[src/rtl/timing_sequencer_if.sv]
// Handshake bundle between the timing sequencer and the control-signal logic.
interface timing_sequencer_if #(
    parameter int CNT_W = 3,
    parameter int OP_W  = 3
);
    logic                    clr;
    logic                    hold;
    logic [OP_W-1:0]         ir_op;
    logic                    ir_i;
    logic [CNT_W-1:0]        count;
    logic [(1<<CNT_W)-1:0]   T;
    logic [(1<<OP_W)-1:0]    D;
    logic                    I;
    logic                    sc_err;

    modport master (
        output clr, hold, ir_op, ir_i,
        input  count, T, D, I, sc_err
    );

    modport slave (
        input  clr, hold, ir_op, ir_i,
        output count, T, D, I, sc_err
    );
endinterface

[src/rtl/timing_sequencer.sv]
// Instruction-cycle sequence counter with T/D decode and T2 opcode latch.
// Optional sticky wrap watchdog: define TIMING_SEQ_WATCHDOG_EN.
module timing_sequencer #(
    parameter int CNT_W = 3,
    parameter int OP_W  = 3
) (
    input  logic               clk,
    input  logic               reset,
    timing_sequencer_if.slave  bus
);
    localparam int TW = 1 << CNT_W;
    localparam int DW = 1 << OP_W;
    localparam logic [CNT_W-1:0] LATCH_CNT = CNT_W'(2);
    localparam logic [CNT_W-1:0] LAST_CNT  = '1;

    logic [CNT_W-1:0] count;
    logic [OP_W-1:0]  op_reg;
    logic             i_reg;
    logic             d_valid;
    logic             advance;

    assign advance = !bus.clr && !bus.hold;

    always_ff @(posedge clk or posedge reset) begin
        if (reset) begin
            count   <= '0;
            op_reg  <= '0;
            i_reg   <= 1'b0;
            d_valid <= 1'b0;
        end else if (bus.clr) begin
            count   <= '0;
            d_valid <= 1'b0;
        end else if (!bus.hold) begin
            count <= count + CNT_W'(1);
            if (count == LATCH_CNT) begin
                op_reg  <= bus.ir_op;
                i_reg   <= bus.ir_i;
                d_valid <= 1'b1;
            end else if (count == LAST_CNT) begin
                // instruction ran off the end without clr: drop the decode
                d_valid <= 1'b0;
            end
        end
    end

`ifdef TIMING_SEQ_WATCHDOG_EN
    logic err_reg;
    always_ff @(posedge clk or posedge reset) begin
        if (reset)
            err_reg <= 1'b0;
        else if (advance && count == LAST_CNT)
            err_reg <= 1'b1;
    end
    assign bus.sc_err = err_reg;
`else
    logic unused_adv;
    assign unused_adv = advance;
    assign bus.sc_err = 1'b0;
`endif

    assign bus.count = count;
    assign bus.T     = {{(TW-1){1'b0}}, 1'b1} << count;
    assign bus.D     = d_valid ? ({{(DW-1){1'b0}}, 1'b1} << op_reg) : '0;
    assign bus.I     = i_reg;
endmodule

[src/flat_wrapper.sv]
// flat-port wrapper written by rule: the top's interface ports become plain ports
module timing_sequencer_flat 
#(
    parameter int CNT_W = 3,
    parameter int OP_W  = 3
)
  (clk, reset, bus_clr, bus_hold, bus_ir_op, bus_ir_i, bus_count, bus_T, bus_D, bus_I, bus_sc_err);
  timing_sequencer_if #(.CNT_W(CNT_W), .OP_W(OP_W)) bus_i ();
  input  logic clk;
  input  logic reset;
  input wire logic [$bits(bus_i.clr)-1:0] bus_clr;
  input wire logic [$bits(bus_i.hold)-1:0] bus_hold;
  input wire logic [$bits(bus_i.ir_op)-1:0] bus_ir_op;
  input wire logic [$bits(bus_i.ir_i)-1:0] bus_ir_i;
  output wire logic [$bits(bus_i.count)-1:0] bus_count;
  output wire logic [$bits(bus_i.T)-1:0] bus_T;
  output wire logic [$bits(bus_i.D)-1:0] bus_D;
  output wire logic [$bits(bus_i.I)-1:0] bus_I;
  output wire logic [$bits(bus_i.sc_err)-1:0] bus_sc_err;
  assign bus_i.clr = bus_clr;
  assign bus_i.hold = bus_hold;
  assign bus_i.ir_op = bus_ir_op;
  assign bus_i.ir_i = bus_ir_i;
  assign bus_count = bus_i.count;
  assign bus_T = bus_i.T;
  assign bus_D = bus_i.D;
  assign bus_I = bus_i.I;
  assign bus_sc_err = bus_i.sc_err;
  timing_sequencer #(.CNT_W(CNT_W), .OP_W(OP_W)) u_core (.clk(clk), .reset(reset), .bus(bus_i));
endmodule
[config.mk]
export PLATFORM = sky130hd
export DESIGN_NAME = timing_sequencer_flat
export DESIGN_NICKNAME = d
export VERILOG_FILES = /design/src/rtl/timing_sequencer_if.sv /design/src/rtl/timing_sequencer.sv /design/src/flat_wrapper.sv
export SDC_FILE = /design/constraint.sdc
export NUM_CORES = 1
export LEC_CHECK = 0
export CAP_MARGIN = 10
export CELL_PAD_IN_SITES_DETAIL_PLACEMENT = 0
export CELL_PAD_IN_SITES_GLOBAL_PLACEMENT = 1
export CORE_MARGIN = 2
export CORE_UTILIZATION = 29
export DETAILED_ROUTE_END_ITERATION = 10
export PLACE_DENSITY_LB_ADDON = 0.1
export SYNTH_ARGS = -nofsm -noshare
export SYNTH_HDL_FRONTEND = slang
export SYNTH_SLANG_ARGS = --single-unit
[constraint.sdc]
create_clock -name clk -period 3.1 [get_ports clk]
set_input_delay 0.62 -clock clk [delete_from_list [all_inputs] [get_ports clk]]
set_output_delay 0.62 -clock clk [all_outputs]
set_load 0.02 [all_outputs]
## Yosys cells after proc, flatten, opt, wreduce, memory -nomap -nowiden

Index checks and enable logic that the tools add are counted.

- $add $sub $neg: 1
- Multiply operators: 0
- Div/mod/pow operators: 0
- Order comparisons: 0
- Equal/unequal tests: 3
- Shift operators: 2
- Mux-type cells: 7
- Bitwise gates (word level): 2
- Reduce and logical (&&, ||, !) cells: 3

Operators with widths:

| operator | count |
|---|---|
| left shift 1 x 3 -> 8 bit, first input constant | 2 |
| 2-to-1 mux 8 bit | 1 |
| 2-to-1 mux 3 bit | 2 |
| 2-to-1 mux 1 bit | 4 |
| adder 3 x 1 -> 3 bit, second input constant | 1 |
| == test 3 x 2 -> 1 bit, second input constant | 1 |
| == test 3 bit, second input constant | 1 |
| AND reduction 3 bit | 1 |
| nonzero test 3 bit | 1 |
| inequality test 2 bit, second input constant | 1 |
| NOT 1 bit | 2 |
| AND reduction 2 bit | 1 |

- Register bits after elaboration: 8
- Bits in latches: 0
- RAM bits: 0
- Memory bits (read-only): 0
- Bits of input ports: 8
- Output and inout bits: 21
- Word-level logic and storage cells: 22
- Memories kept: 0

## Logic depth before layout (Yosys ltp)

- Depth after elaboration: 5
- Mapped depth: 5
- Mapped depth without buffers: 5

## Worst setup path after synthesis

OpenSTA, ideal clock, no wires.

- Path kind: register to register
- Start: register u_core.count[0], in the netlist u_core.bus.count[0]
- End: register u_core.i_reg, in the netlist u_core.bus.I
- Library setup time: 125 ps
- Arrival: 1581 ps
- Required time: 2975 ps
- Setup slack: 1393 ps
- Stages on the path, launching flop included: 6
- Path buffers: 0
- Clock period less this slack: 1707 ps
- Path through: dfrtp_1 > inv_1 > ha_1 > or3b_4 > nor2_8 > mux2_4

- Longest elaborated chain between the ends: 2

Ends and longest elaborated chain:

| what | line | RTL |
|---|---|---|
| start: declaration | timing_sequencer.sv:16 | `logic [CNT_W-1:0] count;` |
| start signal: assignment | timing_sequencer.sv:34 | `count <= count + CNT_W'(1);` |
| == test 3 x 2 -> 1 bit | timing_sequencer.sv:35 | `if (count == LATCH_CNT) begin` |
| AND reduction 3 bit (no source line) | n/a |  |
| end signal: assignment | timing_sequencer.sv:37 | `i_reg <= bus.ir_i;` |
| end: declaration | timing_sequencer.sv:18 | `logic i_reg;` |

No other way between the ends.
A chain may end at the register's enable or synchronous reset.

## Worst setup path after layout

- Start: register u_core.count[0], in the netlist u_core.bus.count[0]
- End: output bus_T[6]

- Longest elaborated chain between the ends: 1

Ends and longest elaborated chain:

| what | line | RTL |
|---|---|---|
| left shift 1 x 3 -> 8 bit | timing_sequencer.sv:62 | `assign bus.T = {{(TW-1){1'b0}}, 1'b1} << count;` |
| end: declaration | flat_wrapper.sv:16 | `output wire logic [$bits(bus_i.T)-1:0] bus_T;` |

No other way between the ends.

==> impl_metrics.csv <==
group,metric,value,unit
pwr,p_leak,0.000386,uW
placement,io_buffers,27,
logic_synthesis,yosysTopAreaCellShare,0.362,
placement,place_area,847,sq um
logic_synthesis,avgSynthCellArea,10.1,sq um
logic_synthesis,synthTopCellsByArea,"dfrtp_1 (36%), ha_1 (14%), mux2_4 (11%), nor2_1 (6.8%), and2b_2 (4.8%)",
routing,postRouteAntennaNets,0,
critical_path,worst_setup_path_start_kind,"register",
routing,drt_iter0_markers,0,
logic_synthesis,syn_inst,55,
sta,timing.fmax,422,MHz
sta,hold_slack,0.511,ns
critical_path,cp.arrival,1.75,ns
global_routing,grt_pass1_wl,1.55,mm
final_layout,fin_area,870,sq um
logic_synthesis,yosys-top-cells-count,"nor2_1 (10), dfrtp_1 (8), ha_1 (6)",
critical_path,critPathCaptureType,"primary output",
die,start_util,0.313,
sta,clock_skew,0.00144,ns
logic_synthesis,synth_top_area_cell,"dfrtp_1",
critical_path,critPathKind,"register to primary output",
final_layout,fillers,174,
clocking,cts_hold_buf,0,
sta,rsz0062_at_grt,"no",
routing,avgRoutedWirePerCell,9.28,um
die,die_h,47.7,um
global_routing,overflow,0,
logic_synthesis,ys_warn_count,0,
die,pin_count,29,
critical_path,path_max_fanout,5,
die,core_area,1760,sq um
logic_synthesis,netlist_area,553,sq um
global_routing,first_global_vias,336,
routing,drt-total-wl,1.01,mm
logic_synthesis,synth_most_common_cell,"nor2_1",
clocking,numCtsBuffers,3,
logic_synthesis,syn_nets,69,
hold_path,whs_path_depth,1,
routing,avgViaCountPerCell,3.97,
logic_synthesis,async_reset_ff_frac,1.00,
critical_path,reg2reg_depth,5,
die,die_w,47.7,um
clocking,cts_tree,"done",
clocking,clkSlewWorstSetupHoldPaths,0.05,ns
global_routing,grt_max_degree,12,
sta,setup_viol,0,
clocking,cts_setup_buffers,0,
sta,timing_hold_violations_final,0,
die,die-area,2270,sq um
final_layout,nNetsFinal,100,
clocking,cts.repair.resized,0,
routing,num_vias,433,
final_layout,areaGrowthSynthToFinish,57.2,%
hold_path,holdCritPathClass,"register to register",
final_layout,drive_above_1_share,0.179,
routing,drt_pre_antenna_iters,1,
final_layout,diodes,0,
job,max-cap-violations,0,
placement,dp_hpwl,841,um
die,rows,15,
logic_synthesis,synth_enable_flop_cells,0,
clocking,clock_path_buffers,2,
clocking,cts.htree.levels,1,
critical_path,required,2.48,ns
placement,place_congestion,0.734,
sta,drv_slew,0,
clocking,insertion_delay,0.25,ns
global_routing,grtUsageTotal,0.100,
logic_synthesis,synth_cell_types,18,
status,status,"completed",
sta,post-route-period-util,0.764,
logic_synthesis,synth-main-ff-cell,"dfrtp_1",
clocking,root_buffer,"clkbuf_4",
clocking,cts_sinks,8,
pwr,pwr_density_cell,414,nW/um^2
global_routing,antenna_found_initial,0,
sta,min_period,2.37,ns
pwr,ir_drop,0.281,mV
sta,tns,0,ns
logic_synthesis,ys_seq_elements,8,
logic_synthesis,ys_seq_area_frac,0.362,
routing,drc,0,
-- layout by cell type, fill, tap and decap left out, types with 2 or more instances in the layout --
| cell | n |
|---|---|
| dfrtp_1 | 8 |
| clkbuf_4 | 3 |
| and2_2 | 3 |
| inv_1 | 5 |
| nor3_1 | 2 |
| and2b_2 | 3 |
| nor2_1 | 10 |
| ha_1 | 6 |
| nand2_1 | 2 |
| nand2b_1 | 3 |
| clkdlybuf4s50_1 | 27 |
| a21oi_1 | 2 |
| mux2_4 | 4 |
-- worst paths after layout --
path / start / endpoint / slack, ns
min in group asynchronous: reset / u_core.bus.I / 0.61
setup / recovery: u_core.bus.count[0] / bus_T[6] / 0.73
hold reg to reg: u_core.bus.I / u_core.bus.I / 0.51
max in group asynchronous: reset / u_core.d_valid / 2.26
setup reg to reg: u_core.bus.count[0] / u_core.op_reg[0] / 1.34
hold / removal: u_core.bus.I / u_core.bus.I / 0.51
-- kinds of logic (layout without fill, tap and decap cells) --
group,after synthesis,in the layout,synth area share
adder cells (fa/ha/maj),6,6,0.136
multiplexers,5,5,0.127
XOR/XNOR,1,1,0.0158
AND/OR/NAND/NOR,25,25,0.278
AO/OA/AOI/OAI,3,3,0.0271
flip-flops,8,8,0.362
other,1,1,0.00678
buffers and inverters,6,35,0.0475
-- stage by stage --
| step | setup slack [ns] | power, uW | utilization | std cells |
|---|---|---|---|---|
| after floorplan | 1.39 | 234 | - | 55 |
| after global placement | 0.945 | 285 | 0.480 | 106 |
| after detailed placement | 0.908 | 287 | 0.480 | 106 |
| after CTS | 0.716 | 365 | 0.493 | 109 |
| after global routing | 0.661 | 388 | 0.493 | 109 |
| final | 0.733 | 360 | 0.493 | 109 |
-- metal layers --
layer / vias to the layer above / GRT usage / part of all wire
li1: 231 / - / -
met1: 186 / 0.161 / 0.50
met2: 16 / 0.108 / 0.43
met3: 0 / 0.0415 / 0.076
met4: 0 / 0.0486 / 0
met5: - / 0 / 0
-- power breakdown --
part           leakage, uW  total [uW]  switching (uW)  internal (uW)
clock network    0.0000138        76.6            32.5           44.1
registers         0.000105         153            25.3            128
logic             0.000268         130            53.1           76.9
total             0.000386         360             111            249
-- final cells by class --
cell class | instances | area [sq um] | area share
Clock buffer | 3 | 22.5 | 0.0259
Inverter | 5 | 18.8 | 0.0216
Multi-Input combinational cell | 41 | 327 | 0.376
Sequential cell | 8 | 200 | 0.230
Tap cell | 25 | 31.3 | 0.0360
Timing Repair Buffer | 27 | 270 | 0.311
-- worst max-delay path: stages, from the launching register on --
cell,delay (ns)
dfrtp_1,0.44
inv_1,0.09
ha_1,0.24
and2_2,0.20
clkdlybuf4s50_1,0.53
(Power assumes the default switching activity.)
